File: src/rtl/counter_ctrl_pkg.sv
// rtl/counter_ctrl_pkg.sv - shared types and constants for the counter sequencing controller
package counter_ctrl_pkg;

   localparam int CNT_W = 4;

   typedef enum logic [1:0] {
      ST_IDLE,
      ST_LOAD,
      ST_COUNT
   } state_t;

   typedef struct packed {
      logic [CNT_W-1:0] start;
      logic [CNT_W-1:0] target;
      logic             dir;
      logic             id;
   } cmd_t;

endpackage

File: src/rtl/counter_seq_ctrl_if.sv
// rtl/counter_seq_ctrl_if.sv - two-requester command handshake bundle
interface counter_seq_ctrl_if;
   import counter_ctrl_pkg::*;

   logic [1:0]            req_valid;
   logic [1:0][CNT_W-1:0] req_start;
   logic [1:0][CNT_W-1:0] req_target;
   logic [1:0]            req_ready;

   modport master (output req_valid, output req_start, output req_target, input req_ready);
   modport slave  (input req_valid, input req_start, input req_target, output req_ready);
endinterface

File: src/rtl/rr_arbiter_2.sv
// rtl/rr_arbiter_2.sv - two-requester round-robin grant with last-grant memory
module rr_arbiter_2 (
   input  logic       clk,
   input  logic       reset,
   input  logic       en,
   input  logic [1:0] req,
   output logic [1:0] gnt
);

   logic last_q;

   // On contention grant the requester that did not win last time.
   always_comb begin
      gnt = 2'b00;
      if (en) begin
         if (req == 2'b11) gnt = last_q ? 2'b01 : 2'b10;
         else              gnt = req;
      end
   end

   always_ff @(posedge clk or negedge reset) begin
      if (!reset)      last_q <= 1'b1;
      else if (gnt[0]) last_q <= 1'b0;
      else if (gnt[1]) last_q <= 1'b1;
   end

endmodule

File: src/rtl/counter_seq_ctrl.sv
// rtl/counter_seq_ctrl.sv - sequences an external up/down counter from start to target per command
module counter_seq_ctrl
   import counter_ctrl_pkg::*;
#(
   parameter int MAX_COUNT_CYCLES = 16
) (
   input  logic             clk,
   input  logic             reset,
   counter_seq_ctrl_if.slave req_if,
   output logic             cnt_load,
   output logic [CNT_W-1:0] cnt_data_in,
   output logic             cnt_up_down,
   input  logic [CNT_W-1:0] cnt_data_out,
   output logic             busy,
   output logic             done,
   output logic             done_id,
   output logic             err
);

   localparam int WD_W = $clog2(MAX_COUNT_CYCLES + 1);

   state_t           state_q, state_d;
   cmd_t             cmd_q;
   logic [CNT_W-1:0] hold_q;
   logic [WD_W-1:0]  wd_q;
   logic [1:0]       gnt;
   logic             gnt_id;
   logic             match;
   logic             wd_exp;

   assign match  = (cnt_data_out == cmd_q.target);
   // Expires on the last allowed COUNT cycle, so a full 15-step run still matches in time.
   assign wd_exp = (wd_q >= WD_W'(MAX_COUNT_CYCLES - 1));
   assign gnt_id = gnt[1];

   rr_arbiter_2 u_arb (
      .clk   (clk),
      .reset (reset),
      .en    (state_q == ST_IDLE),
      .req   (req_if.req_valid),
      .gnt   (gnt)
   );

   assign req_if.req_ready = gnt;
   assign done_id          = cmd_q.id;

   always_ff @(posedge clk or negedge reset) begin
      if (!reset) state_q <= ST_IDLE;
      else        state_q <= state_d;
   end

   always_comb begin
      state_d = state_q;
      case (state_q)
         ST_IDLE:  if (|gnt) state_d = ST_LOAD;
         ST_LOAD:  state_d = ST_COUNT;
         ST_COUNT: if (match || wd_exp) state_d = ST_IDLE;
         default:  state_d = ST_IDLE;
      endcase
   end

   always_comb begin
      cnt_load    = 1'b1;
      cnt_data_in = hold_q;
      cnt_up_down = cmd_q.dir;
      busy        = (state_q != ST_IDLE);
      done        = 1'b0;
      err         = 1'b0;
      case (state_q)
         ST_LOAD:  cnt_data_in = cmd_q.start;
         ST_COUNT: begin
            if (match) begin
               cnt_data_in = cmd_q.target;
               done        = 1'b1;
            end else if (wd_exp) begin
               cnt_data_in = cnt_data_out;
               err         = 1'b1;
            end else begin
               cnt_load    = 1'b0;
            end
         end
         default: ;
      endcase
   end

   always_ff @(posedge clk or negedge reset) begin
      if (!reset) begin
         cmd_q  <= '0;
         hold_q <= '0;
         wd_q   <= '0;
      end else begin
         if (state_q == ST_IDLE && (|gnt)) begin
            cmd_q.start  <= req_if.req_start[gnt_id];
            cmd_q.target <= req_if.req_target[gnt_id];
            cmd_q.dir    <= (req_if.req_target[gnt_id] > req_if.req_start[gnt_id]);
            cmd_q.id     <= gnt_id;
         end
         if (state_q != ST_COUNT)      wd_q <= '0;
         else if (!match && !wd_exp)   wd_q <= wd_q + 1'b1;
         // cnt_data_in already carries target or the frozen value on exit.
         if (state_q == ST_COUNT && (match || wd_exp)) hold_q <= cnt_data_in;
      end
   end

endmodule
File: src/flat_wrapper.sv
// flat-port wrapper written by rule: the top's interface ports become plain ports
module counter_seq_ctrl_flat import counter_ctrl_pkg::*;
#(
   parameter int MAX_COUNT_CYCLES = 16
)
  (clk, reset, cnt_load, cnt_data_in, cnt_up_down, cnt_data_out, busy, done, done_id, err, req_if_req_valid, req_if_req_start, req_if_req_target, req_if_req_ready);
  counter_seq_ctrl_if req_if_i ();
  input  logic clk;
  input  logic reset;
  output logic cnt_load;
  output logic [CNT_W-1:0] cnt_data_in;
  output logic cnt_up_down;
  input  logic [CNT_W-1:0] cnt_data_out;
  output logic busy;
  output logic done;
  output logic done_id;
  output logic err;
  input wire logic [$bits(req_if_i.req_valid)-1:0] req_if_req_valid;
  input wire logic [$bits(req_if_i.req_start)-1:0] req_if_req_start;
  input wire logic [$bits(req_if_i.req_target)-1:0] req_if_req_target;
  output wire logic [$bits(req_if_i.req_ready)-1:0] req_if_req_ready;
  assign req_if_i.req_valid = req_if_req_valid;
  assign req_if_i.req_start = req_if_req_start;
  assign req_if_i.req_target = req_if_req_target;
  assign req_if_req_ready = req_if_i.req_ready;
  counter_seq_ctrl #(.MAX_COUNT_CYCLES(MAX_COUNT_CYCLES)) u_core (.clk(clk), .reset(reset), .req_if(req_if_i), .cnt_load(cnt_load), .cnt_data_in(cnt_data_in), .cnt_up_down(cnt_up_down), .cnt_data_out(cnt_data_out), .busy(busy), .done(done), .done_id(done_id), .err(err));
endmodule
File: config.mk
export PLATFORM = sky130hd
export DESIGN_NAME = counter_seq_ctrl_flat
export DESIGN_NICKNAME = d
export VERILOG_FILES = /design/src/rtl/counter_ctrl_pkg.sv /design/src/rtl/counter_seq_ctrl_if.sv /design/src/rtl/rr_arbiter_2.sv /design/src/rtl/counter_seq_ctrl.sv /design/src/flat_wrapper.sv
export SDC_FILE = /design/constraint.sdc
export NUM_CORES = 1
export LEC_CHECK = 0
export ABC_AREA = 0
export BUFFER_PORTS_ARGS = -buffer_cell sky130_fd_sc_hd__buf_2
export CAP_MARGIN = 10
export CORE_MARGIN = 2
export CORE_UTILIZATION = 48
export CTS_CLUSTER_SIZE = 8
export DETAILED_ROUTE_END_ITERATION = 16
export HOLD_SLACK_MARGIN = 0.1
export PLACE_DENSITY = 0.8
export SYNTH_ARGS = -nofsm -noshare
export SYNTH_HDL_FRONTEND = slang
export SYNTH_SLANG_ARGS = --single-unit
File: constraint.sdc
create_clock -name clk -period 2.6 [get_ports clk]
set_input_delay 0.52 -clock clk [delete_from_list [all_inputs] [get_ports clk]]
set_output_delay 0.52 -clock clk [all_outputs]
set_load 0.03 [all_outputs]
==> impl_metrics.toml <==
[run_status]
status = "finished with violations"
violations = "negative setup slack"

[global_routing]
grt_pass1_wl_mm = 5.29
overflow = 0
grt_util_all_layers = 0.207
grt_pass1_vias = 1239
grt_max_degree = 23
antenna_found_initial = 0

[flow_run]
maxCapViolations = 0

[sta]
maxSlewHeadroom = 0.534
hold_viol = 0
fin_crit_sh = 1.07
worstMarginPinSlew_ns = 0.699
fin_ws_ns = -0.177
setup_viol = 4
fin_crit_ns = 2.78
timing.hold.ws_ns = 0.148
final_max_slew_viol_count = 0
rsz0062_at_grt = "yes"
fmax_ghz = 0.360
finalClockSkew_ns = 0.00291

[floorplan]
die_y_um = 57.8
core_area_um2 = 2760
initial_core_util = 0.505
die_w_um = 57.8
num_io_pins = 36
rows = 19
die_area_um2 = 3350

[route]
post_drt_wl_per_cell_um = 14.6
drtIter0Drc = 39
viasPerCell = 5.69
routed_wl_mm = 3.07
ant_nets = 0
drt-pass1-iter-count = 5
drc = 0
num_vias = 1194

[clock_tree]
insertion_delay_ns = 0.31
numCtsBuffers = 3
clk_pin_slew_ns = 0.12
h-tree-depth = 1
ctsHoldBuffers = 0
clk_path_buf_depth = 2
cts.sinks = 22
tritoncts = "yes"
ctsRootBufferMaster = "clkbuf_4"

[synth]
synth-main-ff-cell = "dfrtp_1"
yosysSeqAreaShare = 0.397
ys_top_cells_by_count = "dfrtp_1, nand2_1, ha_1, a21oi_1, nor2_1"
synth.area.mux_share = 0.104
yosysWarningCount = 0
syn_nets = 168
async_flop_share = 1.00
synth.most_common_cell = "dfrtp_1"
ys_seq_elements = 22
yosys.area.top_type_share = 0.378
synthCells = 134
yosys.area_share.simple = 0.150
synth_edf_count = 0
synth.area.top_cells = "dfrtp_1, ha_1, mux2_2, a21oi_1, nand2_1"
synth_xor_area_frac = 0.0378
avgSynthCellArea_um2 = 10.4
synth-compound-area-share = 0.192
yosys.area_share.adder = 0.0899
synth_cell_types = 35
synth_top_family_by_area = "compound AO/OA/AOI/OAI gates"
syn-cell-area_um2 = 1390
synth_top_area_cell = "dfrtp_1"

[critical_path]
start_kind = "flip-flop"
critPathTopFamily = "compound AO/OA/AOI/OAI gates"
worstPathArrival_ns = 2.26
crit_buf_inv = 1
path_class = "flip-flop to primary output"
cp_slowest_cell = "dfrtp_1"
crit_chain = "ha_2 -> and3_4 -> ha_4 -> a211oi_4 -> nor3b_4 -> and2_4 -> a221o_1 -> buf_6"
cp_max_fo = 4
cp-end-kind = "primary output"
crit_required_ns = 2.08
slowest_delay_ns = 0.41

[power_and_ir_drop]
vdd_ir_drop_max_mv = 0.935
p_per_area_nw_per_um2 = 1190
comb_power_share = 0.585
seqPwrFrac = 0.290
intPower_mw = 1.20
clockPowerShare = 0.125
p_leak_nw = 0.860
swShare = 0.433
switchingPower_mw = 0.912

[finish]
syn2layout_area_growth_pct = 27.2
final_layout_size_suffix_gt1_frac = 0.397
fin_nets = 214
num_antenna_cells = 0
final_util = 0.642
fin_area_um2 = 1770

[placement]
portBuffers = 35
place.gp.congestion = 0.738
hpwlAfterDp_mm = 2.39
pre_cts_ws_ns = 0.0260
placedInstanceArea_um2 = 1630

[worst_hold_path]
hp-class = "input pin to async pin"
## path summary, 6_finish.rpt
path	from	endpoint	slack [ns]	cells past startpoint
max	u_core.wd_q[1]	cnt_data_in[0]	-0.18	8
min	reset	u_core.wd_q[2]	0.15	1
max reg2reg	u_core.state_q[0]	u_core.cnt_up_down	0.35	10
min reg2reg	u_core.cmd_q[8]	u_core.cmd_q[8]	0.52	2
max in group asynchronous	reset	u_core.u_arb.last_q	2.10	1
min in group clk	req_if_req_valid[0]	u_core.u_arb.last_q	0.40	2
## worst register-to-register path, stage by stage (launching register included)
cell and delay, ns:
dfrtp_1 0.42, inv_1 0.10, ha_1 0.23, nand3_2 0.16
mux2_2 0.37, ha_1 0.29, nor2b_1 0.13, o21ai_0 0.14
nand2b_1 0.07, a21oi_1 0.13, o21ai_0 0.10
## power groups by stage
stage	combinational, mW	sequential (mW)	clock, mW
2_1_floorplan	0.811	0.614	0
3_3_place_gp	1.06	0.603	0
3_5_place_dp	1.10	0.617	0
4_1_cts	1.22	0.608	0.270
5_1_grt	1.34	0.630	0.285
6_report	1.23	0.612	0.263
## flip-flops by register name, summed over array words and instances (netlist names)
| signal | count |
|---|---|
| u_core.u_arb.last_q | 1 |
| u_core.wd_q | 5 |
| u_core.cnt_up_down | 1 |
| u_core.hold_q | 4 |
| u_core.cmd_q | 8 |
| u_core.state_q | 2 |
| u_core.done_id | 1 |
## per-layer routing
layer | global-route usage | vias to the layer above | part of all wire
li1 | - | 586 | -
met1 | 0.237 | 564 | 0.42
met2 | 0.352 | 38 | 0.51
met3 | 0.0647 | 6 | 0.058
met4 | 0.0930 | 0 | 0.014
met5 | 0 | - | 0
## what timing repair did
action | CTS | global route
gates resized for setup | 13 | 6
endpoints found under the setup margin | 5 | 6
pin swaps | 6 | 1
endpoints found under the hold margin | 0 | 0
setup buffers | 4 | 1
## cells by family after synthesis
group                    after synthesis
flip-flops                            22
AO/OA/AOI/OAI                         36
buffers and inverters                 10
multiplexers                          13
AND/OR/NAND/NOR                       37
adder cells (fa/ha/maj)               10
XOR/XNOR                               6
## stage by stage
stage / power [mW] / std cells / TNS (ns)
2_1_floorplan: 1.42 / 134 / 0
3_3_place_gp: 1.66 / 203 / 0
3_5_place_dp: 1.72 / 203 / 0
4_1_cts: 2.10 / 211 / -0.606
5_1_grt: 2.25 / 210 / -1.05
6_report: 2.11 / 210 / -0.649
## cell type report
cell class	count	area [um^2]
fill	219	987
multi-input combinational	102	826
sequential	22	552
timing repair buffer	43	269
tap	31	38.8
inverter	8	32.5
clock inverter	1	30.0
clock buffer	3	22.5
## cell usage in the layout, fill, tap and decap left out, drive strengths merged, types with 2 or more instances in the layout
master   n
and3     3
mux2i    4
xnor2    4
ha      10
nand2   13
and2     5
a32o     4
nand3    3
o21ai    9
a31oi    2
clkbuf   3
xor2     2
a221oi   4
a221o    4
nor2     9
inv      8
a21oi   10
dfrtp   21
mux2     9
buf     43
(Power assumes the default switching activity.)
